### src/rtl/computation_seq_engine_if.sv
// Operand/result handshake bundle for computation_seq_engine.
// master = upstream source + result sink side, slave = engine side.
interface computation_seq_engine_if #(
  parameter int unsigned DW = 16
);
  logic            in_valid;
  logic            in_ready;
  logic [DW-1:0]   i_1;
  logic [DW-1:0]   i_2;
  logic            out_valid;
  logic            out_ready;
  logic [2*DW-1:0] mul_sum;
  logic            carryout;
  logic            div_zero;
  logic            busy;

  modport master (
    output in_valid, i_1, i_2, out_ready,
    input  in_ready, out_valid, mul_sum, carryout, div_zero, busy
  );

  modport slave (
    input  in_valid, i_1, i_2, out_ready,
    output in_ready, out_valid, mul_sum, carryout, div_zero, busy
  );
endinterface

### src/rtl/computation_seq_engine.sv
// Sequential (i_1/i_2)*(i_1+i_2)+(i_1-i_2) engine using a DW-step restoring divider.
// Operands are captured once per transaction; results are registered and held until consumed.
module computation_seq_engine #(
  parameter int unsigned DW = 16
) (
  input logic                   clk,
  input logic                   rst_n,
  computation_seq_engine_if.slave bus
);

  typedef enum logic [1:0] {StIdle, StDiv, StCalc, StOut} state_e;

  state_e          state_q, state_d;
  logic [4:0]      cnt_q, cnt_d;
  logic [DW-1:0]   a_q, a_d, b_q, b_d;
  logic [DW-1:0]   quo_q, quo_d, rem_q, rem_d;
  logic [2*DW-1:0] mul_sum_q, mul_sum_d;
  logic            carry_q, carry_d;
  logic            dz_q, dz_d;

  logic [DW:0]     shifted;
  logic            fits;
  logic [DW-1:0]   sub;
  logic [DW:0]     sum;
  logic [DW:0]     diff;
  logic [2*DW-1:0] prod;

  always_ff @(posedge clk or negedge rst_n) begin
    if (!rst_n) begin
      state_q   <= StIdle;
      cnt_q     <= '0;
      a_q       <= '0;
      b_q       <= '0;
      quo_q     <= '0;
      rem_q     <= '0;
      mul_sum_q <= '0;
      carry_q   <= 1'b0;
      dz_q      <= 1'b0;
    end else begin
      state_q   <= state_d;
      cnt_q     <= cnt_d;
      a_q       <= a_d;
      b_q       <= b_d;
      quo_q     <= quo_d;
      rem_q     <= rem_d;
      mul_sum_q <= mul_sum_d;
      carry_q   <= carry_d;
      dz_q      <= dz_d;
    end
  end

  // The dividend shifts out of quo_q MSB-first while quotient bits shift in.
  // A zero divisor always "fits", yielding an all-ones quotient naturally.
  always_comb begin
    shifted = {rem_q, quo_q[DW-1]};
    fits    = shifted >= {1'b0, b_q};
    sub     = shifted[DW-1:0] - b_q;
    sum     = {1'b0, a_q} + {1'b0, b_q};
    diff    = {1'b0, a_q} - {1'b0, b_q};
    prod    = {{DW{1'b0}}, quo_q} * {{(DW-1){1'b0}}, sum};
  end

  always_comb begin
    state_d   = state_q;
    cnt_d     = cnt_q;
    a_d       = a_q;
    b_d       = b_q;
    quo_d     = quo_q;
    rem_d     = rem_q;
    mul_sum_d = mul_sum_q;
    carry_d   = carry_q;
    dz_d      = dz_q;

    unique case (state_q)
      StIdle: begin
        if (bus.in_valid) begin
          a_d     = bus.i_1;
          b_d     = bus.i_2;
          quo_d   = bus.i_1;
          rem_d   = '0;
          cnt_d   = '0;
          state_d = StDiv;
        end
      end
      StDiv: begin
        rem_d = fits ? sub : shifted[DW-1:0];
        quo_d = {quo_q[DW-2:0], fits};
        cnt_d = cnt_q + 5'd1;
        if (cnt_q == 5'(DW - 1)) begin
          cnt_d   = '0;
          state_d = StCalc;
        end
      end
      StCalc: begin
        mul_sum_d = prod + {{(DW-1){diff[DW]}}, diff};
        carry_d   = sum[DW];
        dz_d      = (b_q == '0);
        state_d   = StOut;
      end
      StOut: begin
        if (bus.out_ready) state_d = StIdle;
      end
      default: state_d = StIdle;
    endcase
  end

  assign bus.in_ready  = rst_n && (state_q == StIdle);
  assign bus.out_valid = (state_q == StOut);
  assign bus.busy      = (state_q != StIdle);
  assign bus.mul_sum   = mul_sum_q;
  assign bus.carryout  = carry_q;
  assign bus.div_zero  = dz_q;

endmodule

### src/flat_wrapper.sv
// flat-port wrapper written by rule: the top's interface ports become plain ports
module computation_seq_engine_flat 
#(
  parameter int unsigned DW = 16
)
  (clk, rst_n, bus_in_valid, bus_i_1, bus_i_2, bus_out_ready, bus_in_ready, bus_out_valid, bus_mul_sum, bus_carryout, bus_div_zero, bus_busy);
  computation_seq_engine_if #(.DW(DW)) bus_i ();
  input logic clk;
  input logic rst_n;
  input wire logic [$bits(bus_i.in_valid)-1:0] bus_in_valid;
  input wire logic [$bits(bus_i.i_1)-1:0] bus_i_1;
  input wire logic [$bits(bus_i.i_2)-1:0] bus_i_2;
  input wire logic [$bits(bus_i.out_ready)-1:0] bus_out_ready;
  output wire logic [$bits(bus_i.in_ready)-1:0] bus_in_ready;
  output wire logic [$bits(bus_i.out_valid)-1:0] bus_out_valid;
  output wire logic [$bits(bus_i.mul_sum)-1:0] bus_mul_sum;
  output wire logic [$bits(bus_i.carryout)-1:0] bus_carryout;
  output wire logic [$bits(bus_i.div_zero)-1:0] bus_div_zero;
  output wire logic [$bits(bus_i.busy)-1:0] bus_busy;
  assign bus_i.in_valid = bus_in_valid;
  assign bus_i.i_1 = bus_i_1;
  assign bus_i.i_2 = bus_i_2;
  assign bus_i.out_ready = bus_out_ready;
  assign bus_in_ready = bus_i.in_ready;
  assign bus_out_valid = bus_i.out_valid;
  assign bus_mul_sum = bus_i.mul_sum;
  assign bus_carryout = bus_i.carryout;
  assign bus_div_zero = bus_i.div_zero;
  assign bus_busy = bus_i.busy;
  computation_seq_engine #(.DW(DW)) u_core (.clk(clk), .rst_n(rst_n), .bus(bus_i));
endmodule
### config.mk
export PLATFORM = sky130hd
export DESIGN_NAME = computation_seq_engine_flat
export DESIGN_NICKNAME = d
export VERILOG_FILES = /design/src/rtl/computation_seq_engine_if.sv /design/src/rtl/computation_seq_engine.sv /design/src/flat_wrapper.sv
export SDC_FILE = /design/constraint.sdc
export NUM_CORES = 1
export LEC_CHECK = 0
export BUFFER_PORTS_ARGS = -buffer_cell sky130_fd_sc_hd__buf_2
export CAP_MARGIN = 20
export CORE_MARGIN = 2
export CORE_UTILIZATION = 69
export DETAILED_ROUTE_END_ITERATION = 10
export MAX_ROUTING_LAYER = met4
export PLACE_DENSITY = 0.88
export SYNTH_ARGS = -nofsm -noshare
export SYNTH_HDL_FRONTEND = slang
export SYNTH_SLANG_ARGS = --single-unit
### constraint.sdc
create_clock -name clk -period 13 [get_ports clk]
set_clock_uncertainty 0.1 [all_clocks]
set_input_delay 1.3 -clock clk [delete_from_list [all_inputs] [get_ports clk]]
set_output_delay 1.3 -clock clk [all_outputs]
set_load 0.005 [all_outputs]
==> results of run 1 <==
## worst max-delay path: cells and delay by family, from the launching register on
kind	cells	cell delay (ps)
AND/OR/NAND/NOR	4	1070
AO/OA/AOI/OAI	13	2730
buffers and inverters	5	410
flip-flops	1	500
adder cells (fa/ha/maj)	8	3710
XOR/XNOR	1	170
## per-stage QoR
step	util, %	hold WS [ps]	cell area, µm²	std cells
6_report	74.0	405	17300	2110
4_1_cts	74.0	406	17300	2110
5_1_grt	74.0	421	17300	2110
3_3_place_gp	72.6	370	16900	2094
2_1_floorplan	-	351	16300	1757
3_5_place_dp	72.6	387	16900	2094
## sequential cells by signal, indices dropped and copies added (netlist names)
signal and flops:
u_core.bus.mul_sum 32, u_core.a_q 16, u_core.b_q 16, u_core.quo_q 16, u_core.rem_q 16, u_core.cnt_q 5, u_core.state_q 2, u_core.bus.carryout 1
u_core.bus.div_zero 1
## synth_stat cells, types with 4 or more instances
cell type,count
fa_1,241
or3_1,5
inv_1,328
a21oi_1,54
o21a_1,9
nor3b_1,4
mux2_2,53
o31ai_1,12
o211ai_1,8
nand2b_1,23
nor4_1,6
mux2i_1,28
nand2_1,173
nand3_1,18
xnor2_1,43
nand4_1,8
nor2_1,54
xor2_1,21
a211o_1,4
dfrtp_1,105
ha_1,150
o21ai_0,59
a21o_1,19
a211oi_1,9
o21bai_1,9
a31oi_1,4
nor2b_1,39
buf_2,5
clkbuf_1,62
and2_1,115
buf_1,4
nor3_1,22
## per-layer routing
layer | GRT usage, % | wire length, µm | vias to the layer above
met2 | 55.8 | 18500 | 624
met5 | - | 0 | -
li1 | - | - | 5588
met4 | 16.4 | 1900 | 0
met3 | 5.61 | 3180 | 138
met1 | 44.8 | 15700 | 6166
## area by class of cell
| type | instances | area share (%) |
|---|---|---|
| multi-input combinational | 1249 | 70.4 |
| sequential | 105 | 15.2 |
| inverter | 329 | 7.15 |
| timing repair buffer | 92 | 2.97 |
| tap | 319 | 2.31 |
| clock buffer | 9 | 1.30 |
| clock inverter | 7 | 0.616 |
## final timing paths
check / end / slack, ps / start
min reg2reg: u_core.cnt_q[2] / 400 / u_core.cnt_q[2]
min: u_core.cnt_q[2] / 400 / u_core.cnt_q[2]
max reg2reg: u_core.bus.mul_sum[30] / 4140 / u_core.b_q[1]
max: u_core.bus.mul_sum[30] / 4140 / u_core.b_q[1]
max in group asynchronous: u_core.b_q[3] / 10690 / rst_n
min in group asynchronous: u_core.bus.mul_sum[5] / 840 / rst_n
## cells by family (layout without fill, tap and decap cells)
kind of cell / count (synthesis) / after routing / share of synthesized area (%)
muxes: 81 / 81 / 5.38
xor gates and xnor gates: 64 / 64 / 3.44
DFF: 105 / 105 / 16.1
and+or+nand+nor: 484 / 484 / 15.1
adders and majority gates: 391 / 391 / 41.1
buffers and inverters: 403 / 437 / 9.43
AOI/OAI and AO/OA: 229 / 229 / 9.45
==> reports/results.ini, run 1 <==
[outcome]
outcome = finished clean

[sta]
rsz0062_at_grt = false
setup_tns_ps = 0
worst_slew_pin_slew_ps = 858
drv_slew = 0
timing.final.crit_share_pct = 68.2
fin_ws_ps = 4140
period_needed_ps = 8860
slew_headroom_pct = 42.8
setup_viol = 0
timing.fmax_ghz = 0.113
hold_viol = 0

[global_routing]
antenna_found_initial = 0
grt_start_max_net_pins = 65
grt_use_total_pct = 35.2
grt_overflow_total = 0
grt_pass1_vias = 13200
grt_pass1_wl_mm = 65.7

[clocking]
post_cts_resized = 0
clock_latency_ps = 380
cts_tree = yes
cts_hold_buf = 0
cts_root_buf = clkbuf_16
clock-sinks = 105
cts.clk_slew.worst_paths_ps = 90
clock_path_buffers = 2
postCtsSetupBuffers = 0
cts.htree.levels = 3
cts_buffers = 9

[logic_synthesis]
yosysTopAreaCellShare_pct = 29.6
syn_avg_cell_area_um2 = 9.28
ys_types = 76
yosys.area.top_type = fa_1
synthCells = 1757
yosys_warnings = 0
synthArstFlopShare_pct = 100
ys_seq_elements = 105
synth_edf_count = 0
synth-main-ff-cell = dfrtp_1
synth_area_leaders = fa_1, dfrtp_1, ha_1
synth_nets = 2184
synth_area_um2 = 16300
yosysSeqAreaShare_pct = 16.1

[detailed_routing]
drc = 0
ant_nets = 0
wire_per_inst_um = 18.6
num_vias = 12500
routed_wl_mm = 39.3
drt_iter0_drc = 1107
via_per_inst = 5.93
drt-pass1-iter-count = 6

[worst_setup_path]
critPathRequiredTime_ps = 13130
cp-end-kind = flip-flop
critPathMaxFanout = 15
cpMostUsedCell = fa_1
cp_slowest_cell = fa_1
slowest_delay_ps = 560
cp.arrival_ps = 8990
worstRegToRegCells = 31
path_class = reg2reg
cp-start-kind = flip-flop

[finish]
num_antenna_cells = 0
multi_input_area_um2 = 12200
layout-drive-gt1-share_pct = 10.3
final_common_cell = inv_1
fill_cells = 1625
final_cell_mix = inv_1, fa_1, nand2_1, ha_1, and2_1
syn2layout_area_growth_pct = 5.85
finalNetCount = 2213
seq_area_um2 = 2630

[hold_path]
whs_path_depth = 1
hp-class = reg2reg

[die]
dieArea_um2 = 24900
core.rowCount = 56
die_h_um = 158
die_w_um = 158
core_area_um2 = 23300
start_util_pct = 69.9
io-pin-count = 73

[placement]
gp_congestion = 0.944
pre_cts_ws_ps = 4230
io_buffer_count = 72
hpwl_mm = 30.5

[run]
cap_viol_max_count = 0

Power of run 1 is not shown: default switching activity piles up to over one toggle a cycle in this logic, so the estimate is an artifact.
==> run 2, diff against run 1 <==
--- a/config.mk
+++ b/config.mk
@@ -8,10 +8,10 @@
 export BUFFER_PORTS_ARGS = -buffer_cell sky130_fd_sc_hd__buf_2
 export CAP_MARGIN = 20
 export CORE_MARGIN = 2
-export CORE_UTILIZATION = 69
+export CORE_UTILIZATION = 65
 export DETAILED_ROUTE_END_ITERATION = 10
 export MAX_ROUTING_LAYER = met4
-export PLACE_DENSITY = 0.88
+export PLACE_DENSITY = 0.84
 export SYNTH_ARGS = -nofsm -noshare
 export SYNTH_HDL_FRONTEND = slang
 export SYNTH_SLANG_ARGS = --single-unit
==> constraint.sdc (replaced) <==
create_clock -name clk -period 9.14 [get_ports clk]
set_clock_uncertainty 0.1 [all_clocks]
set_input_delay 0.914 -clock clk [delete_from_list [all_inputs] [get_ports clk]]
set_output_delay 0.914 -clock clk [all_outputs]
set_load 0.005 [all_outputs]
==> reports/results.ini, run 2 (synthesis gave the netlist of run 1 again) <==
[outcome]
outcome = finished clean

[die]
start_util_pct = 66.7  ; -3.2 points
die_h_um = 162  ; +3.0%
io-pin-count = 73  ; unchanged
core.rowCount = 57  ; +1.8%
core_area_um2 = 24500  ; +4.8%
dieArea_um2 = 26400  ; +6.0%
die_w_um = 162  ; +3.0%

[sta]
setup_tns_ps = 0  ; unchanged
drv_slew = 0  ; unchanged
hold_viol = 0  ; unchanged
timing.fmax_ghz = 0.115  ; +2.4%
timing.final.crit_share_pct = 94.7  ; +27 points
slew_headroom_pct = 38.6  ; -4.2 points
period_needed_ps = 8660  ; -204 ps
rsz0062_at_grt = false
setup_viol = 0  ; unchanged
worst_slew_pin_slew_ps = 921  ; +62.3 ps

[placement]
io_buffer_count = 72  ; unchanged
gp_congestion = 0.927  ; -1.8%
hpwl_mm = 30.4  ; -0.19%

[worst_setup_path]
cp_slowest_cell = a2111oi_2
timing.rr.start = u_core.b_q[1]
cpMostUsedCell = fa_1
cp-start-kind = flip-flop
crit_path_start = u_core.b_q[1]
critPathRequiredTime_ps = 9270  ; -3860 ps
cp-end-kind = flip-flop
slowest_delay_ps = 630  ; +70 ps
critPathMaxFanout = 16  ; +1
cp.arrival_ps = 8780  ; -210 ps
path_class = reg2reg

[clocking]
clock-sinks = 105  ; unchanged
cts.htree.levels = 3  ; unchanged
cts_buffers = 9  ; unchanged
clock_latency_ps = 370  ; about the same
clock_path_buffers = 2  ; unchanged
cts_root_buf = clkbuf_16
cts.clk_slew.worst_paths_ps = 90  ; about the same
cts_tree = yes
cts_hold_buf = 0  ; unchanged

[global_routing]
grt_pass1_vias = 13000  ; -1.7%
grt_use_total_pct = 32.1  ; -3.1 points
grt_pass1_wl_mm = 64.5  ; -1.8%
grt_start_max_net_pins = 59  ; -9.2%
antenna_found_initial = 0  ; unchanged
grt_overflow_total = 0  ; unchanged

[detailed_routing]
via_per_inst = 5.81  ; -2.0%
drt_iter0_drc = 904  ; -18%
num_vias = 12300  ; -1.8%
ant_nets = 0  ; unchanged
routed_wl_mm = 38.5  ; -2.0%
drt-pass1-iter-count = 5  ; -1
drc = 0  ; unchanged
wire_per_inst_um = 18.2  ; -2.2%

[finish]
final_common_cell = inv_1
syn2layout_area_growth_pct = 6.09
largest_reg_flops = 32  ; unchanged
num_antenna_cells = 0  ; unchanged
finalNetCount = 2213  ; unchanged
layout-drive-gt1-share_pct = 10.5  ; +0.22 points
final_cell_mix = inv_1, fa_1, nand2_1, ha_1, and2_1
fill_cells = 1808  ; +11%

[run]
cap_viol_max_count = 0  ; unchanged

[hold_path]
hp-class = reg2reg
hold_path_startpoint = u_core.bus.mul_sum[21]

run 2: layer usage:
metal	global-route usage [%]	wire (µm)	up-vias
li1	-	-	5592
met1	41.6	16000	6106
met2	51.9	18300	481
met3	4.79	2830	113
met4	11.7	1410	0
met5	-	0	-
run 2: cell type report:
| class | count | area, µm² | area share [%] |
|---|---|---|---|
| clock buffers | 10 | 239 | 1.38 |
| multi-input cells | 1249 | 12200 | 70.4 |
| repair buffers | 92 | 513 | 2.97 |
| clock inverters | 6 | 97.6 | 0.564 |
| inverters | 329 | 1230 | 7.14 |
| flip-flops and latches | 105 | 2630 | 15.2 |
| well taps | 324 | 405 | 2.34 |
run 2: critical path, delay by kind of cell (launching register included):
family,cells,cell delay (ps)
adder cells (fa/ha/maj),8,3700
AO/OA/AOI/OAI,13,3070
buffers and inverters,4,480
AND/OR/NAND/NOR,3,470
flip-flops,1,450
XOR/XNOR,2,240
run 2: timing repair:
action                                  4_1_cts  5_1_grt
setup buffers                                 0        0
resized for setup                             1        2
endpoints found under the setup margin        1        2
run 2: path summary, 6_finish.rpt:
check,to,slack (ps),cells past startpoint
worst min-delay path,u_core.bus.mul_sum[21],390,2
max in group asynchronous,u_core.bus.mul_sum[17],7160,2
min in group asynchronous,u_core.a_q[4],470,1
worst max-delay path,u_core.bus.mul_sum[30],480,30
worst max register to register,u_core.bus.mul_sum[30],480,30
worst min register to register,u_core.bus.mul_sum[21],390,2
run 2: through the flow:
| stage | util, % | cells | setup slack, ps | hold slack (ps) | cell area (µm²) |
|---|---|---|---|---|---|
| after floorplan | - | 1757 | 1440 | 351 | 16300 |
| after global placement | 69.3 | 2099 | 293 | 366 | 16900 |
| after detailed placement | 69.3 | 2099 | 25.1 | 368 | 16900 |
| after CTS | 70.7 | 2115 | 289 | 389 | 17300 |
| after global routing | 70.7 | 2115 | 40.5 | 421 | 17300 |
| final | 70.7 | 2115 | 482 | 388 | 17300 |
Power of run 2 is left out for the same reason.
